File: config.mk
export PLATFORM = sky130hd
export DESIGN_NAME = cpu_sequencer_flat
export DESIGN_NICKNAME = d
export VERILOG_FILES = /design/src/rtl/cpu_sequencer_if.sv /design/src/rtl/cpu_sequencer.sv /design/src/flat_wrapper.sv
export SDC_FILE = /design/constraint.sdc
export NUM_CORES = 1
export LEC_CHECK = 0
export BUFFER_PORTS_ARGS = -buffer_cell sky130_fd_sc_hd__buf_2
export CORE_AREA = 5 5 42 44
export CTS_CLUSTER_SIZE = 25
export DETAILED_ROUTE_END_ITERATION = 6
export DIE_AREA = 0 0 47 49
export PLACE_DENSITY_LB_ADDON = 0.3
export SLEW_MARGIN = 15
export SYNTH_ARGS = -nofsm -noshare
export SYNTH_HDL_FRONTEND = slang
export SYNTH_SLANG_ARGS = --single-unit
File: constraint.sdc
create_clock -name clk -period 1.75 [get_ports clk]
set_input_delay 0.35 -clock clk [delete_from_list [all_inputs] [get_ports clk]]
set_output_delay 0.35 -clock clk [all_outputs]
set_load 0.005 [all_outputs]
File: src/rtl/cpu_sequencer_if.sv
// Control bundle between the CPU sequencer and the datapath it steers.
// The sequencer drives the phase and strobes; the datapath supplies opcode and zero flag.
interface cpu_sequencer_if #(
  parameter int unsigned OPC_WIDTH = 3
);
  logic [OPC_WIDTH-1:0] opcode;
  logic                 zero;
  logic [2:0]           phase;
  logic                 sel;
  logic                 rd;
  logic                 wr;
  logic                 ld_ir;
  logic                 ld_ac;
  logic                 inc_pc;
  logic                 ld_pc;
  logic                 data_e;
  logic                 halt;

  modport master (
    input  opcode, zero,
    output phase, sel, rd, wr, ld_ir, ld_ac, inc_pc, ld_pc, data_e, halt
  );

  modport slave (
    output opcode, zero,
    input  phase, sel, rd, wr, ld_ir, ld_ac, inc_pc, ld_pc, data_e, halt
  );
endinterface

File: src/rtl/cpu_sequencer.sv
// Central control FSM of the RISC CPU: an 8-phase instruction cycle with a sticky halt,
// decoding memory, IR, accumulator and program-counter strobes from phase and opcode.
module cpu_sequencer #(
  parameter int unsigned OPC_WIDTH = 3
) (
  input logic             clk,
  input logic             rst,
  cpu_sequencer_if.master bus
);

  localparam logic [OPC_WIDTH-1:0] OP_HLT = OPC_WIDTH'(0);
  localparam logic [OPC_WIDTH-1:0] OP_SKZ = OPC_WIDTH'(1);
  localparam logic [OPC_WIDTH-1:0] OP_ADD = OPC_WIDTH'(2);
  localparam logic [OPC_WIDTH-1:0] OP_AND = OPC_WIDTH'(3);
  localparam logic [OPC_WIDTH-1:0] OP_XOR = OPC_WIDTH'(4);
  localparam logic [OPC_WIDTH-1:0] OP_LDA = OPC_WIDTH'(5);
  localparam logic [OPC_WIDTH-1:0] OP_STO = OPC_WIDTH'(6);
  localparam logic [OPC_WIDTH-1:0] OP_JMP = OPC_WIDTH'(7);

  typedef enum logic [2:0] {
    INST_ADDR  = 3'd0,
    INST_FETCH = 3'd1,
    INST_LOAD  = 3'd2,
    IDLE       = 3'd3,
    OP_ADDR    = 3'd4,
    OP_FETCH   = 3'd5,
    ALU_OP     = 3'd6,
    STORE      = 3'd7
  } phase_e;

  phase_e state_q, state_d;
  logic   halted_q, halted_d;
  logic   alu_op;
  logic   is_sto;
  logic   is_jmp;

  always_ff @(posedge clk or negedge rst) begin
    if (!rst) begin
      state_q  <= INST_ADDR;
      halted_q <= 1'b0;
    end else begin
      state_q  <= state_d;
      halted_q <= halted_d;
    end
  end

  // Phase advance; an HLT seen at OP_ADDR parks the machine there until reset.
  always_comb begin
    state_d  = state_q;
    halted_d = halted_q;
    if (!halted_q) begin
      if (state_q == OP_ADDR && bus.opcode == OP_HLT) begin
        halted_d = 1'b1;
      end else begin
        state_d = phase_e'(3'(state_q + 3'd1));
      end
    end
  end

  always_comb begin
    alu_op = (bus.opcode == OP_ADD) || (bus.opcode == OP_AND) ||
             (bus.opcode == OP_XOR) || (bus.opcode == OP_LDA);
    is_sto = (bus.opcode == OP_STO);
    is_jmp = (bus.opcode == OP_JMP);
  end

  // Control decode; opcode only matters from OP_ADDR onward, when the IR is stable.
  always_comb begin
    bus.phase  = 3'(state_q);
    bus.sel    = 1'b0;
    bus.rd     = 1'b0;
    bus.wr     = 1'b0;
    bus.ld_ir  = 1'b0;
    bus.ld_ac  = 1'b0;
    bus.inc_pc = 1'b0;
    bus.ld_pc  = 1'b0;
    bus.data_e = 1'b0;
    bus.halt   = 1'b0;
    if (halted_q) begin
      bus.halt = 1'b1;
    end else begin
      case (state_q)
        INST_ADDR: begin
          bus.sel = 1'b1;
        end
        INST_FETCH: begin
          bus.sel = 1'b1;
          bus.rd  = 1'b1;
        end
        INST_LOAD, IDLE: begin
          bus.sel   = 1'b1;
          bus.rd    = 1'b1;
          bus.ld_ir = 1'b1;
        end
        OP_ADDR: begin
          bus.inc_pc = (bus.opcode != OP_HLT);
        end
        OP_FETCH: begin
          bus.rd = alu_op;
        end
        ALU_OP: begin
          bus.rd     = alu_op;
          bus.inc_pc = (bus.opcode == OP_SKZ) && bus.zero;
          bus.ld_pc  = is_jmp;
          bus.data_e = is_sto;
        end
        STORE: begin
          bus.rd     = alu_op;
          bus.ld_ac  = alu_op;
          bus.ld_pc  = is_jmp;
          bus.wr     = is_sto;
          bus.data_e = is_sto;
        end
        default: begin
          bus.sel = 1'b0;
        end
      endcase
    end
  end

endmodule

File: src/flat_wrapper.sv
// flat-port wrapper written by rule: the top's interface ports become plain ports
module cpu_sequencer_flat 
#(
  parameter int unsigned OPC_WIDTH = 3
)
  (clk, rst, bus_opcode, bus_zero, bus_phase, bus_sel, bus_rd, bus_wr, bus_ld_ir, bus_ld_ac, bus_inc_pc, bus_ld_pc, bus_data_e, bus_halt);
  cpu_sequencer_if #(.OPC_WIDTH(OPC_WIDTH)) bus_i ();
  input logic clk;
  input logic rst;
  input wire logic [$bits(bus_i.opcode)-1:0] bus_opcode;
  input wire logic [$bits(bus_i.zero)-1:0] bus_zero;
  output wire logic [$bits(bus_i.phase)-1:0] bus_phase;
  output wire logic [$bits(bus_i.sel)-1:0] bus_sel;
  output wire logic [$bits(bus_i.rd)-1:0] bus_rd;
  output wire logic [$bits(bus_i.wr)-1:0] bus_wr;
  output wire logic [$bits(bus_i.ld_ir)-1:0] bus_ld_ir;
  output wire logic [$bits(bus_i.ld_ac)-1:0] bus_ld_ac;
  output wire logic [$bits(bus_i.inc_pc)-1:0] bus_inc_pc;
  output wire logic [$bits(bus_i.ld_pc)-1:0] bus_ld_pc;
  output wire logic [$bits(bus_i.data_e)-1:0] bus_data_e;
  output wire logic [$bits(bus_i.halt)-1:0] bus_halt;
  assign bus_i.opcode = bus_opcode;
  assign bus_i.zero = bus_zero;
  assign bus_phase = bus_i.phase;
  assign bus_sel = bus_i.sel;
  assign bus_rd = bus_i.rd;
  assign bus_wr = bus_i.wr;
  assign bus_ld_ir = bus_i.ld_ir;
  assign bus_ld_ac = bus_i.ld_ac;
  assign bus_inc_pc = bus_i.inc_pc;
  assign bus_ld_pc = bus_i.ld_pc;
  assign bus_data_e = bus_i.data_e;
  assign bus_halt = bus_i.halt;
  cpu_sequencer #(.OPC_WIDTH(OPC_WIDTH)) u_core (.clk(clk), .rst(rst), .bus(bus_i));
endmodule
* Yosys cells after proc, flatten, opt, wreduce, memory -nomap -nowiden
Cells that the tools add are included.
W data, S select, Z words.
** Cells by class
- $add $sub $neg :: 1
- Multiply operators :: 0
- Div/mod/pow operators :: 0
- Order comparisons :: 0
- Equal/unequal tests :: 14
- Shifts and indexed selects :: 0
- Mux-type cells :: 19
- Bitwise operators :: 2
- Reductions and logical operators :: 14
** Operators by type and width (count)
- $eq A3 B3 Y1 const B :: 8
- $mux W1 :: 17
- $eq A3 B2 Y1 const B :: 4
- $eq A3 B1 Y1 const B :: 2
- $logic_not A3 Y1 :: 2
- $reduce_or A3 Y1 :: 2
- $pmux W1 S2 :: 2
- $reduce_or A2 Y1 :: 2
- $reduce_or A4 Y1 :: 1
- $add A3 B1 Y3 const B :: 1
- $logic_or A1 B1 Y1 :: 3
- $reduce_bool A3 Y1 :: 1
- $logic_and A1 B1 Y1 :: 2
- $not A1 Y1 :: 2
- $reduce_and A2 Y1 :: 1
** Word-level totals
- Register bits after elaboration :: 4
- Latch bits :: 0
- RAM bits :: 0
- Bits in read-only memories :: 0
- Input bits :: 6
- Output and inout port bits :: 12
- Logic and storage cells :: 52
- Memories :: 0

* Logic depth before layout (Yosys ltp)
- Word-level depth :: 6
- Gate-level depth with buffers :: 5
- Mapped depth without buffers :: 5

* Least setup slack after synthesis
Ideal clock, no wire load.
- Path type :: reg-to-output
- From :: register u_core.state_q[2] (netlist: u_core.bus.phase[2])
- To :: output bus_data_e
- Data arrival time :: 1.123 ns
- Required time :: 1.400 ns
- Setup slack :: 0.277 ns
- Cell stages (with the launch flop) :: 4
- Buffers on the path :: 0
- Cells stage by stage :: dfrtp_1 inv_1 or3_1 nor3_1
** Between the ends
- Cells in the longest elaborated chain, start to end :: 4
- Elaborated cells on any way between the ends :: 5
- Classes of those cells :: eq/ne: 2; mux: 2; reduce/logical: 1
** Ends and longest elaborated chain
- start, declared :: line cpu_sequencer.sv:31 : phase_e state_q, state_d;
- start signal, assigned :: line cpu_sequencer.sv:42 : state_q <= state_d;
- $eq A3 B3 Y1 :: line cpu_sequencer.sv:82 : case (state_q)
- $reduce_or A2 Y1 (no line) (*)
- $mux W1 (*) :: line cpu_sequencer.sv:82
- $mux W1 (*) :: line cpu_sequencer.sv:79 : if (halted_q) begin
- end, declared :: line flat_wrapper.sv:20 : output wire logic [$bits(bus_i.data_e)-1:0] bus_data_e;
Mark *: on every way between the ends. The rest lies on a longest branch, timed or not.

* Final worst setup path
- From :: register u_core.state_q[1] (netlist: u_core.bus.phase[1])
- To :: output bus_rd
** Between the ends
- Cells in the longest elaborated chain, start to end :: 4
- Elaborated cells on any way between the ends :: 10
- Classes of those cells :: eq/ne: 6; mux: 2; reduce/logical: 2
** Ends and longest elaborated chain
- $eq A3 B3 Y1 (tied with other cells) :: line cpu_sequencer.sv:82
- $reduce_or A3 Y1 (no line)
- $pmux W1 S2 (*) :: line cpu_sequencer.sv:82
- $mux W1 (*) :: line cpu_sequencer.sv:79
- end, declared :: line flat_wrapper.sv:14 : output wire logic [$bits(bus_i.rd)-1:0] bus_rd;
Marks and branches as above.

==> flow_metrics.env <==
export IMPL_status="finished, violations left"
export IMPL_violations="negative setup slack"
export IMPL_reg2regPathDepth=5
export IMPL_met3_length_um=80
export IMPL_slew_headroom_pct=79.8
export IMPL_ys_seq_area_share_pct=28.4
export IMPL_grt_pass1_wl_um=1480
export IMPL_critical_path_class="register to primary output"
export IMPL_die_height_um=49
export IMPL_critPathMaxFanout=3
export IMPL_synth_nets=52
export IMPL_p_per_area_nw_per_um2=1700
export IMPL_setup_viol=1
export IMPL_worstMarginPinSlew_ps=302
export IMPL_die_w_um=47
export IMPL_wire_per_inst_um=11.2
export IMPL_postPlaceCellArea_um2=469
export IMPL_swShare_pct=40.3
export IMPL_p_clk_share_pct=11.0
export IMPL_diodes=0
export IMPL_fin_hold_ws_ps=449
export IMPL_routabilityCongestion=0.716
export IMPL_ys_ff_latch=4
export IMPL_io_buffer_count=17
export IMPL_ant_nets=0
export IMPL_ctsLongestPathBuffers=2
export IMPL_instances_no_fill=84
export IMPL_grt_total_usage_pct=8.56
export IMPL_cp_depth=5
export IMPL_path_delay_family="flip-flops"
export IMPL_crit_slowest_cell="dfrtp_1"
export IMPL_min_path_type="input port to async pin"
export IMPL_drv_slew=0
export IMPL_grt_pass1_vias=355
export IMPL_htreeDepth=1
export IMPL_p_total_w=0.00103
export IMPL_synth_area_per_cell_um2=8.82
export IMPL_power_switching_w=0.000415
export IMPL_wl_met2_um=430
export IMPL_drc=0
export IMPL_ys_types=18
export IMPL_cp_arrival_ps=1410
export IMPL_synth_top_area_share_pct=28.4
export IMPL_placeableCoreArea_um2=1400
export IMPL_regArea_um2=101
export IMPL_pwr_share_seq_pct=19.2
export IMPL_period_share_pct=101
export IMPL_clock_fmax_ghz=0.568
export IMPL_overflow=0
export IMPL_maxCapViolCount=0
export IMPL_grt_max_degree=10
export IMPL_initial_core_util_pct=25.2
export IMPL_fin_area_um2=604
export IMPL_pwr_share_comb_pct=69.8
export IMPL_num_vias=369
export IMPL_setup_slack_ps=-9.94
export IMPL_num_io_pins=18
export IMPL_met1_length_um=426
export IMPL_final_core_util_pct=43.1
export IMPL_drtPass1Iterations=3
export IMPL_dp_hpwl_um=671
export IMPL_required_ps=1400
export IMPL_rsz0062_at_grt="yes"
export IMPL_rows=14
export IMPL_start_kind="register"
export IMPL_cts_sinks=4
export IMPL_critical_path_cell_chain="buf_4 > ha_2 > nor3_2 > a221oi_2 > buf_2"
export IMPL_hold_viol=0
export IMPL_vias_per_cell=4.39
export IMPL_dpl_cell_count=74
export IMPL_vdd_drop_max_mv=0.941
export IMPL_antenna_found_initial=0
export IMPL_drt_wl_total_um=937
export IMPL_r2r_end="u_core.bus.phase[1]$_DFFE_PN0P_"
export IMPL_numCtsBuffers=3
export IMPL_cts_tree="built"
export IMPL_drive_gt1_share_pct=60.3
export IMPL_synth_top_area_cell="dfrtp_1"
export IMPL_dr_first_iter_drc_count=6
export IMPL_reg2reg_from="u_core.bus.phase[1]$_DFFE_PN0P_"
export IMPL_path_clk_slew_ps=40
export IMPL_synth_area_top_cells="dfrtp_1, ha_1, nor3_1"
export IMPL_nets=82
export IMPL_worst_r2r_setup_slack_ps=170
export IMPL_routed_top_layer="met3"
export IMPL_p_int_w=0.000613
export IMPL_multi_input_area_um2=290
export IMPL_fin_worst_skew_ps=0.884
export IMPL_fin_crit_ps=1760
export IMPL_synth_area_um2=353
export IMPL_root_buffer="clkbuf_4"
export IMPL_p_leak_nw=0.289
export IMPL_area_growth_pct=71.3
export IMPL_slowest_delay_ps=400
export IMPL_fill_cells=154
export IMPL_end_kind="primary output"
export IMPL_postSynthCellCount=40
export IMPL_dieArea_um2=2300
export IMPL_ys_warn_count=0
export IMPL_crit_buf_inv=2
export IMPL_insertion_delay_ps=230
==> worst register-to-register path, stage by stage, from the launching register on <==
cell     delay (ps)
dfrtp_1         410
inv_1           140
ha_1            180
nor4b_2         280
a21oi_2         150
mux2_4          310
==> routing by layer <==
metal	GRT usage, %	vias up
met5	0	-
met4	4.15	0
met3	2.58	0
met2	11.5	12
met1	12.1	161
li1	-	196
==> cells in the final DEF (no fill, tap or decap) <==
master	Yosys	routed
mux2_4	1	1
a31oi_1	1	1
inv_1	4	2
dfrtp_2	0	1
nor3_1	5	4
nor4_1	1	1
a21oi_2	1	1
nand3_1	1	1
or3_4	0	1
nor3_2	0	1
ha_2	0	1
a221oi_2	0	1
o21ai_0	2	2
xnor2_1	2	2
clkbuf_4	0	3
dlygate4sd3_1	0	1
buf_2	0	17
nor2_1	5	5
inv_2	0	2
nand2_1	1	1
dfrtp_1	4	3
buf_4	0	8
nand2b_1	2	2
ha_1	6	2
ha_4	0	3
nor4b_2	1	1
==> sequential cells by signal, summed over array words and instances (netlist names) <==
register and count:
u_core.halted_q 1, u_core.bus.phase 3
==> kinds of logic (layout without fill, tap and decap cells) <==
| family | Yosys count | count (layout) | synth area share (%) |
|---|---|---|---|
| AND/OR/NAND/NOR | 17 | 17 | 26.2 |
| flip-flops | 4 | 4 | 28.4 |
| adder cells (fa/ha/maj) | 6 | 6 | 21.3 |
| buffers and inverters | 5 | 33 | 5.32 |
| XOR/XNOR | 2 | 2 | 4.97 |
| AO/OA/AOI/OAI | 5 | 5 | 9.58 |
| multiplexers | 1 | 1 | 4.25 |
==> layout make-up <==
cell class	instances	area share (%)
clock buffer	3	3.73
inverter	4	2.48
multi-input combinational	31	48.0
sequential	4	16.8
tap	16	3.31
timing repair buffer	26	25.7
==> power by group through the flow <==
stage	Combinational, W	Clock, W	Sequential [W]
final	0.000717	0.000113	0.000197
after global routing	0.000805	0.000125	0.000204
after global placement	0.000497	0	0.000196
after floorplan	0.000291	0	0.000199
after CTS	0.000604	0.000121	0.000180
after detailed placement	0.000492	0	0.000197
==> cell usage after synthesis <==
cell type  count
inv_1          4
nand3_1        1
xnor2_1        2
nand2_1        1
clkbuf_1       1
o21ai_0        2
nor4_1         1
nor2_1         5
dfrtp_1        4
a31oi_1        1
nand2b_1       2
a221oi_1       1
ha_1           6
nor4b_2        1
or3_1          1
nor3_1         5
a21oi_2        1
mux2_4         1
==> stage by stage <==
step / worst slack (ps) / setup TNS [ps]
floorplan: 277 / 0
global placement: 145 / 0
detailed placement: 137 / 0
CTS: -68.1 / -68.1
global route: -82.6 / -181
finish: -9.94 / -9.94
==> worst max path at each step <==
stage                                            endpoint                            start  slack, ps
after global routing                               bus_rd  u_core.bus.phase[0]$_DFFE_PN0P_        -80
after detailed placement                           bus_rd  u_core.bus.phase[1]$_DFFE_PN0P_        140
after global placement    u_core.bus.phase[1]$_DFFE_PN0P_  u_core.bus.phase[0]$_DFFE_PN0P_        150
final                                              bus_rd  u_core.bus.phase[1]$_DFFE_PN0P_        -10
after CTS                                          bus_rd  u_core.bus.phase[0]$_DFFE_PN0P_        -70
after floorplan                                bus_data_e  u_core.bus.phase[2]$_DFFE_PN0P_        280
==> timing repair <==
| item | in CTS | in global routing |
|---|---|---|
| pin swaps | 1 | 2 |
| resized for setup | 2 | 11 |
| hold buffers | 1 | 0 |
| endpoints found under the setup margin | 2 | 3 |
| hold endpoints to repair | 4 | 0 |
| setup buffers | 4 | 2 |
Note: power is estimated with default switching activity, not from simulation.
